==> src/rtl/edge_pkg.sv <==
// Shared constants and helpers for the debounced edge detector:
// pending-event selection modes and the event-select function.
package edge_pkg;

  typedef logic [1:0] pending_mode_t;

  localparam pending_mode_t PENDING_ANY  = 2'd0;
  localparam pending_mode_t PENDING_RISE = 2'd1;
  localparam pending_mode_t PENDING_FALL = 2'd2;

  // Out-of-range modes select nothing, so pending is never set.
  function automatic logic pending_event(pending_mode_t mode, logic pos, logic neg);
    logic ev;
    ev = 1'b0;
    case (mode)
      PENDING_ANY:  ev = pos | neg;
      PENDING_RISE: ev = pos;
      PENDING_FALL: ev = neg;
      default:      ev = 1'b0;
    endcase
    return ev;
  endfunction

endpackage

==> src/rtl/debounced_edge_detector_if.sv <==
// Signal bundle between the debounced edge detector and its user logic.
// No handshake: level is asynchronous and clear is a level-sensitive request sampled on clk.
interface debounced_edge_detector_if #(
  parameter int CHANNELS = 8
);
  logic [CHANNELS-1:0] level;
  logic [CHANNELS-1:0] clear;
  logic [CHANNELS-1:0] stable;
  logic [CHANNELS-1:0] pos_edge;
  logic [CHANNELS-1:0] neg_edge;
  logic [CHANNELS-1:0] any_edge;
  logic [CHANNELS-1:0] pending;
  logic                irq;

  modport master (
    output level, clear,
    input  stable, pos_edge, neg_edge, any_edge, pending, irq
  );

  modport slave (
    input  level, clear,
    output stable, pos_edge, neg_edge, any_edge, pending, irq
  );
endinterface

==> src/rtl/debounce_channel.sv <==
// One input channel: synchroniser chain, persistence counter, debounced level
// and registered one-cycle edge pulses.
module debounce_channel #(
  parameter int   SYNC_STAGES     = 2,
  parameter int   DEBOUNCE_CYCLES = 16,
  parameter logic RESET_LEVEL     = 1'b0
) (
  input  logic clk,
  input  logic reset_low,
  input  logic level,
  output logic stable,
  output logic pos_edge,
  output logic neg_edge
);

  localparam int CNT_W = $clog2(DEBOUNCE_CYCLES + 1);
  localparam logic [CNT_W-1:0] CNT_LAST = CNT_W'(DEBOUNCE_CYCLES - 1);

  logic [SYNC_STAGES-1:0] sync_q;
  logic [CNT_W-1:0]       cnt_q;
  logic                   stable_q;
  logic                   pos_q;
  logic                   neg_q;
  logic                   synced;

  assign synced = sync_q[SYNC_STAGES-1];

  always_ff @(posedge clk or negedge reset_low) begin
    if (!reset_low) begin
      sync_q <= {SYNC_STAGES{RESET_LEVEL}};
    end else begin
      sync_q <= {sync_q[SYNC_STAGES-2:0], level};
    end
  end

  // The count restarts whenever synced agrees with stable, so any glitch
  // shorter than DEBOUNCE_CYCLES leaves no residue behind.
  always_ff @(posedge clk or negedge reset_low) begin
    if (!reset_low) begin
      cnt_q    <= '0;
      stable_q <= RESET_LEVEL;
      pos_q    <= 1'b0;
      neg_q    <= 1'b0;
    end else begin
      pos_q <= 1'b0;
      neg_q <= 1'b0;
      if (synced == stable_q) begin
        cnt_q <= '0;
      end else if (cnt_q == CNT_LAST) begin
        cnt_q    <= '0;
        stable_q <= synced;
        pos_q    <= synced;
        neg_q    <= ~synced;
      end else begin
        cnt_q <= cnt_q + CNT_W'(1);
      end
    end
  end

  assign stable   = stable_q;
  assign pos_edge = pos_q;
  assign neg_edge = neg_q;

endmodule

==> src/rtl/debounced_edge_detector.sv <==
// Multi-channel debounced edge detector: per-channel debounce filters plus
// sticky pending flags with per-channel clear and an OR-reduced interrupt.
module debounced_edge_detector
  import edge_pkg::*;
#(
  parameter int            CHANNELS        = 8,
  parameter int            SYNC_STAGES     = 2,
  parameter int            DEBOUNCE_CYCLES = 16,
  parameter logic          RESET_LEVEL     = 1'b0,
  parameter pending_mode_t PENDING_MODE    = PENDING_ANY
) (
  input  logic                      clk,
  input  logic                      reset_low,
  debounced_edge_detector_if.slave  bus
);

  logic [CHANNELS-1:0] stable_w;
  logic [CHANNELS-1:0] pos_w;
  logic [CHANNELS-1:0] neg_w;
  logic [CHANNELS-1:0] set_w;
  logic [CHANNELS-1:0] pending_q;

  for (genvar g = 0; g < CHANNELS; g++) begin : g_ch
    debounce_channel #(
      .SYNC_STAGES     (SYNC_STAGES),
      .DEBOUNCE_CYCLES (DEBOUNCE_CYCLES),
      .RESET_LEVEL     (RESET_LEVEL)
    ) u_channel (
      .clk       (clk),
      .reset_low (reset_low),
      .level     (bus.level[g]),
      .stable    (stable_w[g]),
      .pos_edge  (pos_w[g]),
      .neg_edge  (neg_w[g])
    );

    assign set_w[g] = pending_event(PENDING_MODE, pos_w[g], neg_w[g]);
  end

  // A set in the same cycle as a clear wins, so no event is lost.
  always_ff @(posedge clk or negedge reset_low) begin
    if (!reset_low) begin
      pending_q <= '0;
    end else begin
      pending_q <= set_w | (pending_q & ~bus.clear);
    end
  end

  assign bus.stable   = stable_w;
  assign bus.pos_edge = pos_w;
  assign bus.neg_edge = neg_w;
  assign bus.any_edge = pos_w | neg_w;
  assign bus.pending  = pending_q;
  assign bus.irq      = |pending_q;

  a_pending_mode_valid: assert property (@(posedge clk) PENDING_MODE <= PENDING_FALL);

endmodule

==> src/flat_wrapper.sv <==
// flat-port wrapper written by rule: the top's interface ports become plain ports
module debounced_edge_detector_flat import edge_pkg::*;
#(
  parameter int            CHANNELS        = 8,
  parameter int            SYNC_STAGES     = 2,
  parameter int            DEBOUNCE_CYCLES = 16,
  parameter logic          RESET_LEVEL     = 1'b0,
  parameter pending_mode_t PENDING_MODE    = PENDING_ANY
)
  (clk, reset_low, bus_level, bus_clear, bus_stable, bus_pos_edge, bus_neg_edge, bus_any_edge, bus_pending, bus_irq);
  debounced_edge_detector_if #(.CHANNELS(CHANNELS)) bus_i ();
  input  logic clk;
  input  logic reset_low;
  input wire logic [$bits(bus_i.level)-1:0] bus_level;
  input wire logic [$bits(bus_i.clear)-1:0] bus_clear;
  output wire logic [$bits(bus_i.stable)-1:0] bus_stable;
  output wire logic [$bits(bus_i.pos_edge)-1:0] bus_pos_edge;
  output wire logic [$bits(bus_i.neg_edge)-1:0] bus_neg_edge;
  output wire logic [$bits(bus_i.any_edge)-1:0] bus_any_edge;
  output wire logic [$bits(bus_i.pending)-1:0] bus_pending;
  output wire logic [$bits(bus_i.irq)-1:0] bus_irq;
  assign bus_i.level = bus_level;
  assign bus_i.clear = bus_clear;
  assign bus_stable = bus_i.stable;
  assign bus_pos_edge = bus_i.pos_edge;
  assign bus_neg_edge = bus_i.neg_edge;
  assign bus_any_edge = bus_i.any_edge;
  assign bus_pending = bus_i.pending;
  assign bus_irq = bus_i.irq;
  debounced_edge_detector #(.CHANNELS(CHANNELS), .SYNC_STAGES(SYNC_STAGES), .DEBOUNCE_CYCLES(DEBOUNCE_CYCLES), .RESET_LEVEL(RESET_LEVEL), .PENDING_MODE(PENDING_MODE)) u_core (.clk(clk), .reset_low(reset_low), .bus(bus_i));
endmodule
==> config.mk <==
export PLATFORM = sky130hd
export DESIGN_NAME = debounced_edge_detector_flat
export DESIGN_NICKNAME = d
export VERILOG_FILES = /design/src/rtl/edge_pkg.sv /design/src/rtl/debounced_edge_detector_if.sv /design/src/rtl/debounce_channel.sv /design/src/rtl/debounced_edge_detector.sv /design/src/flat_wrapper.sv
export SDC_FILE = /design/constraint.sdc
export NUM_CORES = 1
export LEC_CHECK = 0
export CAP_MARGIN = 25
export CORE_MARGIN = 2
export CORE_UTILIZATION = 52
export CTS_CLUSTER_SIZE = 25
export DETAILED_ROUTE_END_ITERATION = 8
export HOLD_SLACK_MARGIN = 0.02
export PLACE_DENSITY = 0.79
export SYNTH_ARGS = -nofsm -noshare
export SYNTH_HDL_FRONTEND = slang
export SYNTH_HIERARCHICAL = 1
export SYNTH_SLANG_ARGS = --single-unit
==> constraint.sdc <==
create_clock -name clk -period 1.3 [get_ports clk]
set_input_delay 0.13 -clock clk [delete_from_list [all_inputs] [get_ports clk]]
set_output_delay 0.13 -clock clk [all_outputs]
set_load 0.03 [all_outputs]
==> metrics.md, run 1 <==
| Metric | Value |
|---|---|
| N_diodes | 0 |
| Fin. max-slew vios | 0 |
| Final instance area | 4518 sq um |
| MaxCap Viol Count | 0 |
| Maximum achievable frequency | 711.5 MHz |
| #FFs+latches synth | 88 |
| Initial Utilization | 0.5337 |
| Clock Root Buffer | clkbuf_8 |
| Slew HR | 0.7060 |
| Syn-to-layout area delta | 34.09% |
| Ratio of cells with drive above 1 in the final layout | 0.2928 |
| GR Util All Layers | 0.1877 |
| Post-DRT Antenna Nets | 0 |
| R2R Setup Slk | 0.03 ns |
| Congestion Overflow GR | 0 |
| Cell row count | 29 |
| R2R cell count | 3 |
| WP data required | 1.17 ns |
| FF-to-FF Start | u_core/g_ch[2].u_channel/cnt_q[0] |
| Vias per cell | 5.069 |
| Number of cells produced by synthesis | 243 |
| Warnings from Yosys | 6 |
| Worst vdd ir | 0.8073 mV |
| Port-buffer cells | 58 |
| Worst-path fanout max | 2 |
| Seq/Total Area, Yosys | 0.6535 |
| Worst Hold Path Cells | 1 |
| Most frequent cells in the layout | 88 x dfrtp_1, 26 x buf_4, 23 x xor2_1 |
| Run status | finished, violations left |
| Pwr dens | 1145 nW/um^2 |
| Core ar. | 6314 sq um |
| H-Tree Depth | 3 |
| Endpoints failing hold | 0 |
| Setup violators final | 1 |
| CTS clk-pin slew, worst paths | 0.08 ns |
| Mapped Avg Cell Area | 13.87 sq um |
| Crit path arrival time | 1.28 ns |
| Pleak | 2.663 nW |
| CTS Buf Count | 9 |
| First-pass GRT wire length | 10.58 mm |
| Vias in the first global route | 2,227 |
| Failing checks | setup timing |
| Unique cell type count in the Yosys netlist | 16 |
| DRC Markers | 0 |
| TritonCTS clock tree | done |
| Routed len/inst | 14.53 um |
| Layout Skew | 0.009744 ns |
| Worst-margin pin slew | 0.4411 ns |
| Total I/O pin count | 59 |
| Fin Setup TNS | -0.1054 ns |
| Synthesized cell area | 3369 sq um |
| Die ar. | 7139 sq um |
| Post-placement cell area | 4264 sq um |
| Drt first-iter violations | 83 |
| Period minus WS final | 1.405 ns |
| Clk buf depth | 2 |
| Vias post-DR | 2,139 |
| Synth Net Count | 269 |
| DIE HEIGHT | 84.50 um |
| Largest net degree at the start of global routing | 34 |
| WL final | 6.133 mm |
| Die X | 84.50 um |
| Router iterations before antenna repair | 4 |
| Setup crit end kind | output port |
| Place WS | -0.1884 ns |
| Hold path startpoint | bus_level[4] |
| Commonest non-fill, non-tap cell in the layout | dfrtp_1 |
| R2r endpoint | u_core/g_ch[2].u_channel/stable |
| GPL Wtd Cong | 0.7811 |
| Crit start category | flop |
| RSZ-0062 raised after global routing | yes |
| Clock sink count | 88 |
| Final worst slack | -0.1054 ns |
| Nets | 366 |
| Worst skew pair latency | 0.34 ns |
| Crit Path Category | flop to output port |
| Final HPWL DP | 4.381 mm |
| Worst hold path class | primary input to flop |
| Initial antenna violation count | 0 |
| Period Utilization, post-route | 1.081 |
| Hold Path Sink | u_core/g_ch[4].u_channel/sync_q[0] |
-- stage by stage --
step	util	hold WS, ns	power [mW]	cells
5_1_grt	0.7156	0.1979	5.397	422
3_3_place_gp	0.6754	0.1018	3.187	404
4_1_cts	0.7021	0.2109	5.218	421
6_report	0.7156	0.2213	5.175	422
3_5_place_dp	0.6754	0.1080	3.210	404
2_1_floorplan	-	-0.1656	3.045	243
-- cells in the mapped netlist --
cell type,count,share of area
a21o_1,8,0.018
a31oi_1,8,0.015
and2_1,8,0.015
and3_2,8,0.018
dfrtp_1,88,0.65
ha_1,8,0.030
inv_1,8,0.0089
mux2_4,8,0.036
nand2_1,17,0.019
nand3_1,8,0.012
nand4b_2,8,0.036
nor2_1,16,0.018
nor3b_1,16,0.036
nor4_1,2,0.0037
or2_4,8,0.021
xor2_1,24,0.062
-- final cells by class --
type                       count  area [sq um]
sequential                    88          2202
fill                         457          1795
multi-input combinational    147          1199
timing repair buffer          86         777.0
clock buffer                  13         148.9
tap                           77         96.34
clock inverter                 3         65.06
inverter                       8         30.03
-- per-layer routing --
layer  track usage  routed length [um]  share of wire
met4       0.07359                  81          0.013
met5             0                   0              0
met2        0.2913                2982           0.49
met1        0.2569                2706           0.44
met3       0.04818                 363          0.059
-- critical path: stages, from the launching register on --
cell	delay, ns
dfrtp_1	0.40
nor4_2	0.28
nand2_1	0.10
buf_6	0.15
-- cells by family after synthesis --
group,after synthesis,share of synthesized area
multiplexers,8,0.03565
adder cells (fa/ha/maj),8,0.02971
AO/OA/AOI/OAI,16,0.03268
XOR/XNOR,24,0.06238
buffers and inverters,8,0.008912
flip-flops,88,0.6535
AND/OR/NAND/NOR,91,0.1771
-- registers in the layout, indices dropped and copies added (netlist names) --
name,count
u_core/bus.pending,8
u_core/g_ch.u_channel/sync_q,16
u_core/g_ch.u_channel/pos_edge,8
u_core/g_ch.u_channel/cnt_q,40
u_core/g_ch.u_channel/stable,8
u_core/g_ch.u_channel/neg_edge,8
-- power by group --
group	internal, mW	leakage [nW]	switching [mW]
logic	0.137	1.38	0.132
registers	2.82	1.17	0.0764
clock network	1.14	0.108	0.873
-- what timing repair did --
action | 4_1_cts | 5_1_grt
hold endpoints to repair | 31 | 0
pin swaps | 0 | 1
hold buffers | 1 | 0
resized for setup | 108 | 47
setup endpoints to repair | 41 | 23
setup buffers | 0 | 1
-- worst max path at each step --
stage,slack [ns],from,depth (start not counted),to
final,-0.11,u_core/bus.pending[1],3,bus_irq
after global routing,-0.18,u_core/bus.pending[1],3,bus_irq
after CTS,-0.22,u_core/bus.pending[4],3,bus_irq
after detailed placement,-0.19,u_core/bus.pending[3],3,bus_irq
after global placement,-0.18,u_core/bus.pending[4],3,bus_irq
after floorplan,0.14,u_core/g_ch[0].u_channel/cnt_q[0],3,u_core/g_ch[0].u_channel/stable
No activity file was read; power rests on OpenSTA's default activity.
==> run 2, diff against run 1 <==
--- a/config.mk
+++ b/config.mk
@@ -6,12 +6,14 @@
 export NUM_CORES = 1
 export LEC_CHECK = 0
 export CAP_MARGIN = 25
+export CORE_ASPECT_RATIO = 0.6
 export CORE_MARGIN = 2
 export CORE_UTILIZATION = 52
 export CTS_CLUSTER_SIZE = 25
 export DETAILED_ROUTE_END_ITERATION = 8
 export HOLD_SLACK_MARGIN = 0.02
 export PLACE_DENSITY = 0.79
+export REMOVE_ABC_BUFFERS = 1
 export SYNTH_ARGS = -nofsm -noshare
 export SYNTH_HDL_FRONTEND = slang
 export SYNTH_HIERARCHICAL = 1
==> metrics.md, run 2 (same netlist as run 1, synthesis figures left out) <==
| Metric | Value |
|---|---|
| RSZ-0062 raised after global routing | yes |
| Number of flip-flops in the largest register | 40 |
| TritonCTS clock tree | done |
| Vias in the first global route | 2,234 |
| Fin. max-slew vios | 0 |
| Clock sink count | 88 |
| Worst hold path class | primary input to flop |
| Router iterations before antenna repair | 4 |
| Post-placement cell area | 4268 sq um |
| DIE HEIGHT | 66.36 um |
| Crit Path Category | flop to output port |
| Commonest non-fill, non-tap cell in the layout | dfrtp_1 |
| Final worst slack | -0.2137 ns |
| Crit start category | flop |
| Top flop regs | u_core/g_ch.u_channel/cnt_q x40, u_core/g_ch.u_channel/sync_q x16 |
| R2R Setup Slk | 0.04 ns |
| Routing usage on met1 | 0.2650 |
| Hold Path Sink | u_core/g_ch[1].u_channel/sync_q[0] |
| Final instance area | 4503 sq um |
| Initial antenna violation count | 0 |
| Total I/O pin count | 59 |
| GR Util All Layers | 0.1989 |
| FF-to-FF Start | u_core/g_ch[6].u_channel/cnt_q[0] |
| Endpoints failing hold | 0 |
| Setup crit end kind | output port |
| Fillers | 417 |
| MaxCap Viol Count | 0 |
| Met2 Usage GRT | 0.3042 |
| Core ar. | 6193 sq um |
| Clk buf depth | 2 |
| Period Utilization, post-route | 1.164 |
| Nets | 368 |
| First-pass GRT wire length | 10.52 mm |
| Vias post-DR | 2,166 |
| Worst Hold Path Cells | 1 |
| FF/Latch Area | 2202 sq um |
| Run status | finished, violations left |
| Maximum achievable frequency | 660.6 MHz |
| Drt first-iter violations | 99 |
| Die ar. | 7161 sq um |
| N_diodes | 0 |
| Fin Setup TNS | -0.2137 ns |
| WP data required | 1.17 ns |
| Cell row count | 22 |
| WL final | 5.992 mm |
| GPL Wtd Cong | 0.7473 |
| Syn-to-layout area delta | 33.64% |
| Area of the multi-input gates | 1206 sq um |
| Vias per cell | 5.026 |
| Power consumption | 5.134 mW |
| Pleak | 2.687 nW |
| Most frequent cells in the layout | 88 x dfrtp_1, 29 x buf_4, 24 x xor2_1 |
| R2R cell count | 3 |
| Hold path startpoint | bus_level[1] |
| Clock Root Buffer | clkbuf_8 |
| Final HPWL DP | 4.236 mm |
| Crit path arrival time | 1.38 ns |
| Failing checks | setup timing |
| Port-buffer cells | 58 |
| Slew HR | 0.7062 |
| CTS Buf Count | 9 |
| Largest Register | u_core/g_ch.u_channel/cnt_q |
| Worst-path fanout max | 2 |
| Congestion Overflow GR | 0 |
| Initial Utilization | 0.5440 |
| Period minus WS final | 1.514 ns |
| CTS clk-pin slew, worst paths | 0.08 ns |
| Final hold slack | 0.2102 ns |
| Worst skew pair latency | 0.36 ns |
| Setup violators final | 1 |
| Worst-margin pin slew | 0.4407 ns |
| Layout Skew | 0.008864 ns |
| Pwr dens | 1140 nW/um^2 |
| H-Tree Depth | 3 |
| Met3 Use GR | 0.08571 |
| R2r endpoint | u_core/g_ch[6].u_channel/stable |
| Routed len/inst | 13.90 um |
| Largest net degree at the start of global routing | 89 |
| DRC Markers | 0 |
| Die X | 107.9 um |
| Layout Utilization | 0.7271 |
| Ratio of cells with drive above 1 in the final layout | 0.2997 |
| GR peak layer | met2 |
| Worst vdd ir | 0.8524 mV |
| Post-DRT Antenna Nets | 0 |
[run 2: timing repair]
item | CTS | global route
setup endpoints to repair | 41 | 27
gates resized for setup | 147 | 23
pin swaps | 2 | 2
endpoints found under the hold margin | 88 | 0
buffers inserted | 0 | 2
hold buffers | 1 | 0
[run 2: metrics by stage]
step | setup slack [ns] | instances
floorplan | 0.1398 | 243
global placement | -0.2770 | 412
detailed placement | -0.3195 | 412
CTS | -0.2442 | 429
global route | -0.2893 | 431
finish | -0.2137 | 431
[run 2: worst max-delay path by stage]
stage / from / end / slack [ns]
6_report: u_core/bus.pending[6] / bus_irq / -0.21
5_1_grt: u_core/bus.pending[6] / bus_irq / -0.29
4_1_cts: u_core/bus.pending[6] / bus_irq / -0.24
3_5_place_dp: u_core/bus.pending[0] / bus_irq / -0.32
3_3_place_gp: u_core/bus.pending[0] / bus_irq / -0.28
2_1_floorplan: u_core/g_ch[0].u_channel/cnt_q[0] / u_core/g_ch[0].u_channel/stable / 0.14
[run 2: routing by layer]
metal / vias to the layer above / wire (um)
li1: 1033 / -
met1: 1067 / 2855
met2: 62 / 2740
met3: 4 / 384
met4: 0 / 12
met5: - / 0
[run 2: area by class of cell]
class                   instances  share of cell area
flip-flops and latches         88              0.4890
multi-input cells             147              0.2679
repair buffers                 88              0.1659
clock buffers                  11             0.02917
well taps                      84             0.02334
clock inverters                 5             0.01806
inverters                       8            0.006669
[run 2: power breakdown]
group | leakage (nW) | total, mW | internal (mW) | switching (mW)
combinational | 1.41 | 0.257 | 0.127 | 0.130
sequential | 1.17 | 2.89 | 2.82 | 0.0747
clock | 0.104 | 1.98 | 1.08 | 0.899
total | 2.69 | 5.13 | 4.03 | 1.10
[run 2: worst max-delay path, stage by stage (launching register included)]
cell,delay (ns)
dfrtp_1,0.39
nor4_2,0.29
buf_4,0.16
nand2_2,0.04
buf_6,0.14
